<file path="config.mk">
export PLATFORM = sky130hd
export DESIGN_NAME = adat_tx_frame_serializer
export DESIGN_NICKNAME = d
export VERILOG_FILES = /design/src/rtl/adat_rx_adat_pkg.sv /design/src/rtl/adat_tx_nrzi_encoder.sv /design/src/rtl/adat_tx_frame_serializer.sv
export SDC_FILE = /design/constraint.sdc
export NUM_CORES = 1
export LEC_CHECK = 0
export BUFFER_PORTS_ARGS = -buffer_cell sky130_fd_sc_hd__buf_4
export CORE_ASPECT_RATIO = 1.4
export CORE_UTILIZATION = 55
export DETAILED_ROUTE_END_ITERATION = 8
export GPL_ROUTABILITY_DRIVEN = 0
export PLACE_DENSITY = 0.74
export REMOVE_ABC_BUFFERS = 1
export SETUP_SLACK_MARGIN = 0.02
export SLEW_MARGIN = 20
export SYNTH_ARGS = -nofsm -noshare
export SYNTH_HDL_FRONTEND = slang
export SYNTH_SLANG_ARGS = --single-unit
</file>
<file path="constraint.sdc">
create_clock -name i_clk -period 4 [get_ports i_clk]
set_input_delay 0.2 -clock i_clk [delete_from_list [all_inputs] [get_ports i_clk]]
set_output_delay 0.2 -clock i_clk [all_outputs]
set_load 0.01 [all_outputs]
</file>
<file path="src/rtl/adat_rx_adat_pkg.sv">
// adat_rx_adat_pkg: ADAT frame geometry, TX state type and frame layout helper
package adat_rx_adat_pkg;

   localparam int ADAT_FRAME_BITS  = 256;
   localparam int ADAT_SYNC_ZEROS  = 10;
   localparam int ADAT_NIBBLES     = 48;
   localparam int ADAT_CHANNELS    = 8;
   localparam int ADAT_SAMPLE_BITS = 24;

   typedef enum logic {AdatTxState_Idle, AdatTxState_Run} AdatTxState;

   typedef struct packed {
      logic [0:ADAT_CHANNELS-1][ADAT_SAMPLE_BITS-1:0] ch;
      logic [3:0]                                     user;
   } adat_frame_t;

   // Frame bit b lands at vector index b: sync zeros, '1', U3..U0, '1', then 48 nibbles each followed by '1'
   function automatic logic [ADAT_FRAME_BITS-1:0] adat_build_frame(input adat_frame_t f);
      logic [ADAT_FRAME_BITS-1:0] v;
      v = '0;
      v[ADAT_SYNC_ZEROS] = 1'b1;
      for (int i = 0; i < 4; i++) v[11 + i] = f.user[3 - i];
      v[15] = 1'b1;
      for (int k = 0; k < ADAT_NIBBLES; k++) begin
         for (int j = 0; j < 4; j++) v[16 + 5 * k + j] = f.ch[k / 6][(5 - k % 6) * 4 + 3 - j];
         v[20 + 5 * k] = 1'b1;
      end
      return v;
   endfunction

endpackage

</file>
<file path="src/rtl/adat_tx_nrzi_encoder.sv">
// adat_tx_nrzi_encoder: NRZI line flop, toggles on each strobed '1'
module adat_tx_nrzi_encoder (
   input  logic i_clk,
   input  logic i_rst,
   input  logic i_bit_en,
   input  logic i_bit,
   output logic o_line
);

   // Toggle the line for a '1', hold for a '0'; line idles low out of reset
   always_ff @(posedge i_clk)
      if (!i_rst) o_line <= 1'b0;
      else if (i_bit_en && i_bit) o_line <= ~o_line;

endmodule

</file>
<file path="src/rtl/adat_tx_frame_serializer.sv">
// adat_tx_frame_serializer: buffers 8x24-bit frames and emits NRZI ADAT; ADAT_TX_REPEAT_ON_UNDERRUN_EN repeats the last frame on underrun
module adat_tx_frame_serializer
   import adat_rx_adat_pkg::*;
(
   input  logic        i_clk,
   input  logic        i_rst,
   input  logic        i_bit_en,
   input  logic [23:0] i_channels [0:7],
   input  logic [3:0]  i_user_bits,
   input  logic        i_valid,
   output logic        o_ready,
   output logic        o_adat,
   output logic        o_frame_start,
   output logic        o_underrun,
   output logic        o_active
);

   AdatTxState                 state;
   logic [7:0]                 cnt;
   adat_frame_t                hold, act, din;
   logic                       hold_full, act_valid;
   logic                       hs, emit, boundary, cur_bit;
   logic [ADAT_FRAME_BITS-1:0] frame_vec;

   // Gather the unpacked input samples into one frame word
   always_comb begin
      din.user = i_user_bits;
      for (int c = 0; c < ADAT_CHANNELS; c++) din.ch[c] = i_channels[c];
   end

   assign hs        = i_valid && !hold_full;
   assign o_ready   = !hold_full;
   assign emit      = i_bit_en && act_valid;
   assign boundary  = emit && cnt == 8'hFF;
   assign frame_vec = adat_build_frame(act);
   assign cur_bit   = frame_vec[cnt];
   assign o_active  = state == AdatTxState_Run;

   // Buffer handoff, bit counter and the registered frame/underrun strobes
   always_ff @(posedge i_clk) begin
      if (!i_rst) begin
         state         <= AdatTxState_Idle;
         cnt           <= '0;
         hold          <= '0;
         act           <= '0;
         hold_full     <= 1'b0;
         act_valid     <= 1'b0;
         o_frame_start <= 1'b0;
         o_underrun    <= 1'b0;
      end else begin
         o_frame_start <= emit && cnt == 8'd0;
         o_underrun    <= boundary && !hs && !hold_full;
         if (emit) begin
            cnt   <= cnt + 8'd1;
            state <= AdatTxState_Run;
         end
         if (!act_valid && hold_full) begin
            act       <= hold;
            act_valid <= 1'b1;
            hold_full <= 1'b0;
         end else if (boundary) begin
            if (hold_full) begin
               act       <= hold;
               hold_full <= 1'b0;
            end else if (hs) act <= din;
`ifdef ADAT_TX_REPEAT_ON_UNDERRUN_EN
            else act <= act;
`else
            else act <= '0;
`endif
         end
         if (hs && !boundary) begin
            hold      <= din;
            hold_full <= 1'b1;
         end
      end
   end

   adat_tx_nrzi_encoder u_nrzi (
      .i_clk   (i_clk),
      .i_rst   (i_rst),
      .i_bit_en(emit),
      .i_bit   (cur_bit),
      .o_line  (o_adat)
   );

endmodule
</file>
### Word level (Yosys, flattened, before mapping)

Cells that the tools add are included.

| cells by class | value |
|---|---|
| reduce and logical (&&, ||, !) cells | 16 |
| mux-type cells | 9 |
| add/sub/neg operators | 1 |
| $lt $le $gt $ge | 1 |
| bitwise operators | 1 |
| eq/ne operators | 1 |

Operators with widths:

| operator | count |
|---|---|
| two-way mux 196 bit | 4 |
| logical AND 1 bit | 9 |
| less-than comparator 8 x 9 -> 1 bit, second input constant | 1 |
| adder 8 x 1 -> 8 bit, second input constant | 1 |
| binary-select mux 1 bit (select 8 bit) | 1 |
| == test 8 bit, second input constant | 1 |
| logical NOT 8 bit | 1 |
| logical NOT 1 bit | 4 |
| two-way mux 1 bit | 4 |
| nonzero test 3 bit | 1 |
| nonzero test 2 bit | 1 |
| NOT 1 bit | 1 |

| storage, ports and cells | value |
|---|---|
| word-level logic and storage cells | 54 |
| input port bits | 200 |
| register bits after elaboration | 406 |
| output and inout port bits | 5 |

### Depth between registers and ports, before layout

Gate-level depths: netlist (run 1).

| depth | value |
|---|---|
| word-level depth | 6 |
| depth in mapped cells | 11 |
| mapped depth without buffers | 7 |

### Hierarchy

Synthesis (run 1) repeated with hierarchy kept, for this count alone.

| unflattened totals | value |
|---|---|
| cells, all modules | 2,255 |
| area total of the unflattened synthesis | 19,129.6 um2 |

By module, submodules not included:

| module | times used | cells each | area an instance (um2) | sequential area each (um2) |
|---|---|---|---|---|
| adat_tx_frame_serializer | 1 | 2,250 | 19,085.8 | 8,107.8 |
| adat_tx_nrzi_encoder | 1 | 5 | 43.8 | 20.0 |

### Worst setup path after synthesis (run 1)

Ideal clock, no wire load.

| path | value |
|---|---|
| kind | reg-to-reg |
| start point | register cnt[0] |
| end point | register u_nrzi.o_line |
| slack | 1.680 ns |
| path buffers | 2 |
| library setup time | 0.072 ns |
| clock period less this slack | 2.320 ns |
| arrival | 2.248 ns |
| cell stages (with the launch flop) | 9 |
| path through | dfxtp_1 -> buf_2 -> buf_4 -> mux4_2 -> mux4_2 -> nor3b_2 -> nor2_1 -> a32oi_1 -> mux2i_1 |

| on the way | value |
|---|---|
| longest elaborated chain between the ends | 3 |

Ends and longest elaborated chain:

| item | RTL line | source |
|---|---|---|
| start, declared | adat_tx_frame_serializer.sv:19 | `logic [7:0] cnt;` |
| start signal, assigned | adat_tx_frame_serializer.sv:54 | `cnt <= cnt + 8'd1;` |
| binary-select mux 1 bit (select 8 bit) | adat_tx_frame_serializer.sv:36 | `assign cur_bit = frame_vec[cnt];` |
| two-way mux 1 bit (implied by the code) | adat_tx_frame_serializer.sv:36 |  |
| logical AND 1 bit | adat_tx_nrzi_encoder.sv:13 | `else if (i_bit_en && i_bit) o_line <= ~o_line;` |
| end signal, assigned | adat_tx_nrzi_encoder.sv:13 |  |
| end, declared | adat_tx_nrzi_encoder.sv:7 | `output logic o_line` |

Every way passes these cells. The select of a mux whose other input is x is not followed.
A chain may end at the register's enable or synchronous reset.

### Final worst setup path (run 1)

| path | value |
|---|---|
| start point | register cnt[1] |
| end point | register hold[79] (netlist name) |

| on the way | value |
|---|---|
| longest elaborated chain between the ends | 4 |

Ends and longest elaborated chain:

| item | RTL line | source |
|---|---|---|
| == test 8 bit | adat_tx_frame_serializer.sv:34 | `assign boundary = emit && cnt == 8'hFF;` |
| logical AND 1 bit | adat_tx_frame_serializer.sv:34 |  |
| logical NOT 1 bit | adat_tx_frame_serializer.sv:72 | `if (hs && !boundary) begin` |
| logical AND 1 bit | adat_tx_frame_serializer.sv:72 |  |
| end signal, assigned | adat_tx_frame_serializer.sv:73 | `hold <= din;` |
| end, declared | adat_tx_frame_serializer.sv:20 | `adat_frame_t hold, act, din;` |

Every way passes these cells.

==> metrics, run 1 <==
status finished, final reports clean; CTS sink count 406; Initial Util 55.9%; Std-Cell Rows 80; Sequential Power Share 46.3%; CP delay by family, top simple AND/OR/NAND/NOR gates; synth unique cells 59; CP endpoint kind flip-flop; ant diodes 0; min-delay worst type input port to flip-flop; fin util 69.8%; hpwl dp 30500 um; number of flops mapped to enable cells by yosys 0; Critical Path Max Stage Delay 840 ps; post-cts hold buffer count 196; initial antenna violation count 0; worst-path fanout max 126; Slew Limit Fails 0; commonest cells after routing, fill and taps aside nand2_1 (797), dfxtp_1 (402), buf_4 (224); drt total wl 53400 um; H-Tree Depth 2; largest net degree at the start of global routing 255; Hold Vio Cnt, Final 0; core area 0.0341 sq mm; synth warn 0; flops & latches, synth 406; Setup CP Type flip-flop to flip-flop; most common cell after layout, fill and taps aside nand2_1; slack of the critical path 655 ps; Sw Share 26.0%; gr usage total 29.9%; sequential fraction of the synthesis area 42.6%; fraction of layout cells with a size suffix above 1 13.8%; Clock Tree Root clkbuf_16; vias in the first global route 16826; Final setup viols 0; Slew headroom 21.0%; PortBufs 204; period utilisation layout 83.6%; CP bufs+invs 1; Post CTS Setup Buffer Count 0; Boundary Pins 205; CP dominant cell by count nand2_1; FFs w/ async S/R, synth 0%; DRC violation total after the first TritonRoute iteration 1644; net switching power 2.55 mW; Worst Path Arrival 3750 ps; cts bufs inserted 40; Clk Latency, worst-skew pair 540 ps; MaxCap Viol Count 0; ys flop type dfxtp_1; total power per unit cell area 412 mW/mm^2; required time of the critical path 4400 ps; Detail Route Antenna Nets 0; Area Growth Syn to Fin 24.8%; leakage 10.7 nW; unrepaired setup endpoints after global routing no; CTS tree done; Comb power frac 15.3%; DRT Pass-1 Iters 6; final worst path period need 3350 ps; pre-CTS WS 774 ps; Clock power frac 38.5%; Placed Area 0.0205 sq mm; Worst-path clk slew 60 ps; die area 0.0355 sq mm; grt ovf 0; Via Count 17594; Avg Cell Area, Syn 8.46 sq um; VDD IR-drop max 0.305 mV; Fill cells 2571; Nets 2698; per-cell routed wire length 18.0 um; Final Skew 19.6 ps; Mapped Cells 2255; post-CTS resize count 0; Power, Total 9.82 mW; f_max 0.299 GHz; worst-path cell chain ha_1 > nand2_1 > or4_1 > and3_4 > buf_12 > nand2_1 > a21boi_0; vias per cell 5.92; first-pass GRT wire length 87100 um; hold_ws 259 ps; Finished Cell Area 0.0238 sq mm; CP max stage cell dfxtp_4; Int Pwr 7.27 mW; maximum buffer depth of the clock tree 3; Die Wd 159 um; Worst Tran Pin Value 1180 ps; DRC errors left 0; Critical Path Start Type flip-flop; die height 222 um; Mapped Area 0.0191 sq mm
[per-stage QoR]
stage | TNS, ps | std cells
2_1_floorplan | -3706880 | 2023
3_3_place_gp | 0 | 2709
3_5_place_dp | 0 | 2709
4_1_cts | 0 | 2973
5_1_grt | 0 | 2973
6_report | 0 | 2973
[logic make-up after synthesis]
family / synth area share (%)
fa+ha+maj: 0.131
compound gates: 29.2
flops: 42.6
simple gates: 17.5
xor+xnor: 0.229
mux: 4.83
buf+inv: 5.50
[state kept, by name, indices dropped and copies added, names as in the netlist]
signal         cells
act_valid          1
hold_full          1
cnt                8
u_nrzi.o_line      1
act              196
hold             196
o_active           1
o_frame_start      1
o_underrun         1
[layout make-up]
| type | instances | area [sq um] | share of cell area [%] |
|---|---|---|---|
| Sequential cell | 406 | 8140 | 34.2 |
| Clock inverter | 13 | 145 | 0.609 |
| Multi-Input combinational cell | 1609 | 9920 | 41.7 |
| Inverter | 8 | 30.0 | 0.126 |
| Timing Repair Buffer | 431 | 3850 | 16.2 |
| Clock buffer | 55 | 1160 | 4.87 |
| Tap cell | 451 | 564 | 2.37 |
[layer usage]
layer / global-route usage [%] / share of wire, % / vias to the layer above
li1: - / - / 8392
met1: 38.0 / 41 / 8484
met2: 50.7 / 49 / 591
met3: 3.51 / 5.1 / 127
met4: 14.0 / 4.2 / 0
met5: 0 / 0 / -
[final timing paths]
kind / startpoint / to / slack (ps) / cells after the start
hold / removal: i_rst / act[183] / 260 / 2
hold reg to reg: hold[170] / hold[170] / 450 / 2
setup reg to reg: cnt[1] / hold[79] / 650 / 7
setup / recovery: cnt[1] / hold[79] / 650 / 7
[power by group through the flow]
stage	sequential, mW	combinational, mW	clock [mW]
4_1_cts	4.54	1.49	3.84
5_1_grt	4.58	1.64	4.01
3_3_place_gp	4.62	1.29	0
2_1_floorplan	4.63	0.830	0
6_report	4.55	1.50	3.78
3_5_place_dp	4.63	1.33	0
[Yosys cell counts (all sizes together), types with 7 or more instances]
| cell type | number | share of area, % |
|---|---|---|
| a211oi | 9 | 0.35 |
| a21boi | 199 | 7.8 |
| a21oi | 7 | 0.18 |
| and2 | 9 | 0.30 |
| buf | 93 | 2.6 |
| clkbuf | 139 | 2.7 |
| dfxtp | 406 | 43 |
| inv | 8 | 0.16 |
| mux2 | 24 | 1.4 |
| mux2i | 29 | 1.5 |
| mux4 | 16 | 1.9 |
| nand2 | 798 | 16 |
| nor2 | 8 | 0.16 |
| nor3 | 14 | 0.37 |
| o211a | 196 | 10 |
| o211ai | 198 | 7.8 |
| o21ai | 10 | 0.28 |
| o221ai | 16 | 0.73 |
| o22ai | 8 | 0.26 |
Power figures use the tool's default switching activity.
==> inputs of run 2 (changes only) <==
- CORE_UTILIZATION: 55 -> 53
- PLACE_DENSITY: 0.74 -> 0.75
- clock period: 4 -> 3 ns (I/O delays scaled with it)
==> metrics, run 2 (synthesis gave the netlist of run 1 again) <==
WHS Path Cells 2; CTS tree done; Boundary Pins 205; r2r setup slk 190 ps; most common cell after layout, fill and taps aside nand2_1; f_max 0.355 GHz; Setup CP Type flip-flop to flip-flop; core area 0.0352 sq mm; Die Wd 162 um; drt total wl 53900 um; per-cell routed wire length 17.9 um; required time of the critical path 3440 ps; DRC errors left 0; cts bufs inserted 41; Hold Path Origin i_rst; DRC violation total after the first TritonRoute iteration 1518; largest net degree at the start of global routing 223; Hold Vio Cnt, Final 0; Slew Limit Fails 0; first-pass GRT wire length 86500 um; Slew headroom 35.8%; FF+latch area 0.00814 sq mm; area used by multi-input combinational logic 0.00992 sq mm; Final setup viols 0; MaxCap Viol Count 0; Nets 2715; Detail Route Antenna Nets 0; Clk Latency, worst-skew pair 550 ps; hpwl dp 31500 um; vias in the first global route 16890; Reg2Reg Launch Point cnt[1]; Initial Util 54.3%; CP endpoint kind flip-flop; period utilisation layout 93.8%; gr usage total 29.1%; commonest cells after routing, fill and taps aside nand2_1 (797), dfxtp_1 (402), buf_4 (226); Reg2Reg Depth 8; Worst-path clk slew 70 ps; Fill cells 2676; ant diodes 0; post-cts hold buffer count 196; Critical Path Start Type flip-flop; hold endpoint act[42]; worst-path fanout max 36; largest registers act: 196 flops, hold: 196 flops, cnt: 8 flops; Finished Cell Area 0.0242 sq mm; Worst Path Arrival 3260 ps; maximum buffer depth of the clock tree 3; Clock Tree Root clkbuf_16; total power per unit cell area 554 mW/mm^2; die area 0.0368 sq mm; min-delay worst type input port to flip-flop; vias per cell 5.85; Final Skew 12.8 ps; Worst Tran Pin Value 963 ps; reg2reg end act[150]; Via Count 17561; post-CTS resize count 0; initial antenna violation count 0; Placed Area 0.0208 sq mm; leakage 10.9 nW; fraction of layout cells with a size suffix above 1 14.5%; status finished, final reports clean; PortBufs 204; CTS sink count 406; grt ovf 0; VDD IR-drop max 0.481 mV; DRT Pass-1 Iters 5; final worst path period need 2810 ps; die height 227 um; unrepaired setup endpoints after global routing no; Area Growth Syn to Fin 26.8%; H-Tree Depth 2; Std-Cell Rows 81; Post CTS Setup Buffer Count 0; fin util 68.8%
run 2: final cells by class:
class	instances	share of cell area, %
Clock inverter	18	0.744
Multi-Input combinational cell	1609	41.0
Timing Repair Buffer	447	17.1
Sequential cell	406	33.6
Tap cell	456	2.36
Inverter	8	0.124
Clock buffer	58	5.01
run 2: critical path, stage by stage, from the launching register on:
cell and delay, ps:
dfxtp_4 690, ha_1 250, nand2_1 90, or4_1 640, o21ai_4 180, buf_12 230, buf_12 220, o211ai_1 170
o211a_1 210
run 2: per-stage QoR:
| step | hold WS [ps] | setup TNS, ps | power, mW | std cells | setup WS (ps) |
|---|---|---|---|---|---|
| after floorplan | 227 | -4107140 | 7.28 | 2023 | -13410 |
| after global placement | 408 | 0 | 7.94 | 2730 | 243 |
| after detailed placement | 415 | 0 | 8.00 | 2730 | 187 |
| after CTS | 100 | 0 | 13.5 | 3002 | 169 |
| after global routing | 119 | 0 | 13.9 | 3002 | 21.8 |
| final | 98.6 | 0 | 13.4 | 3002 | 185 |
run 2: where the power goes:
part	total [mW]	leakage (nW)	switching, mW	internal, mW
logic	2.07	6.83	1.09	0.984
registers	6.05	3.34	0.239	5.81
clock network	5.30	0.698	2.20	3.10
run 2: worst max-delay path by stage:
| stage | startpoint | end | slack [ps] | cells after the start |
|---|---|---|---|---|
| finish | cnt[1] | act[150] | 190 | 8 |
| CTS | cnt[1] | act[175] | 170 | 8 |
| floorplan | hold_full | act[0] | -13410 | 4 |
| detailed placement | cnt[1] | act[175] | 190 | 8 |
| global route | cnt[1] | act[175] | 20 | 8 |
| global placement | cnt[1] | u_nrzi.o_line | 240 | 9 |
run 2: per-layer routing:
| metal | part of all wire [%] | track usage (%) | wire [um] | up-vias |
|---|---|---|---|---|
| met5 | 0 | 0 | 0 | - |
| met4 | 3.6 | 12.1 | 1960 | 0 |
| met3 | 4.8 | 3.42 | 2600 | 122 |
| met2 | 50 | 50.7 | 27000 | 539 |
| met1 | 41 | 36.3 | 22300 | 8465 |
| li1 | - | - | - | 8435 |
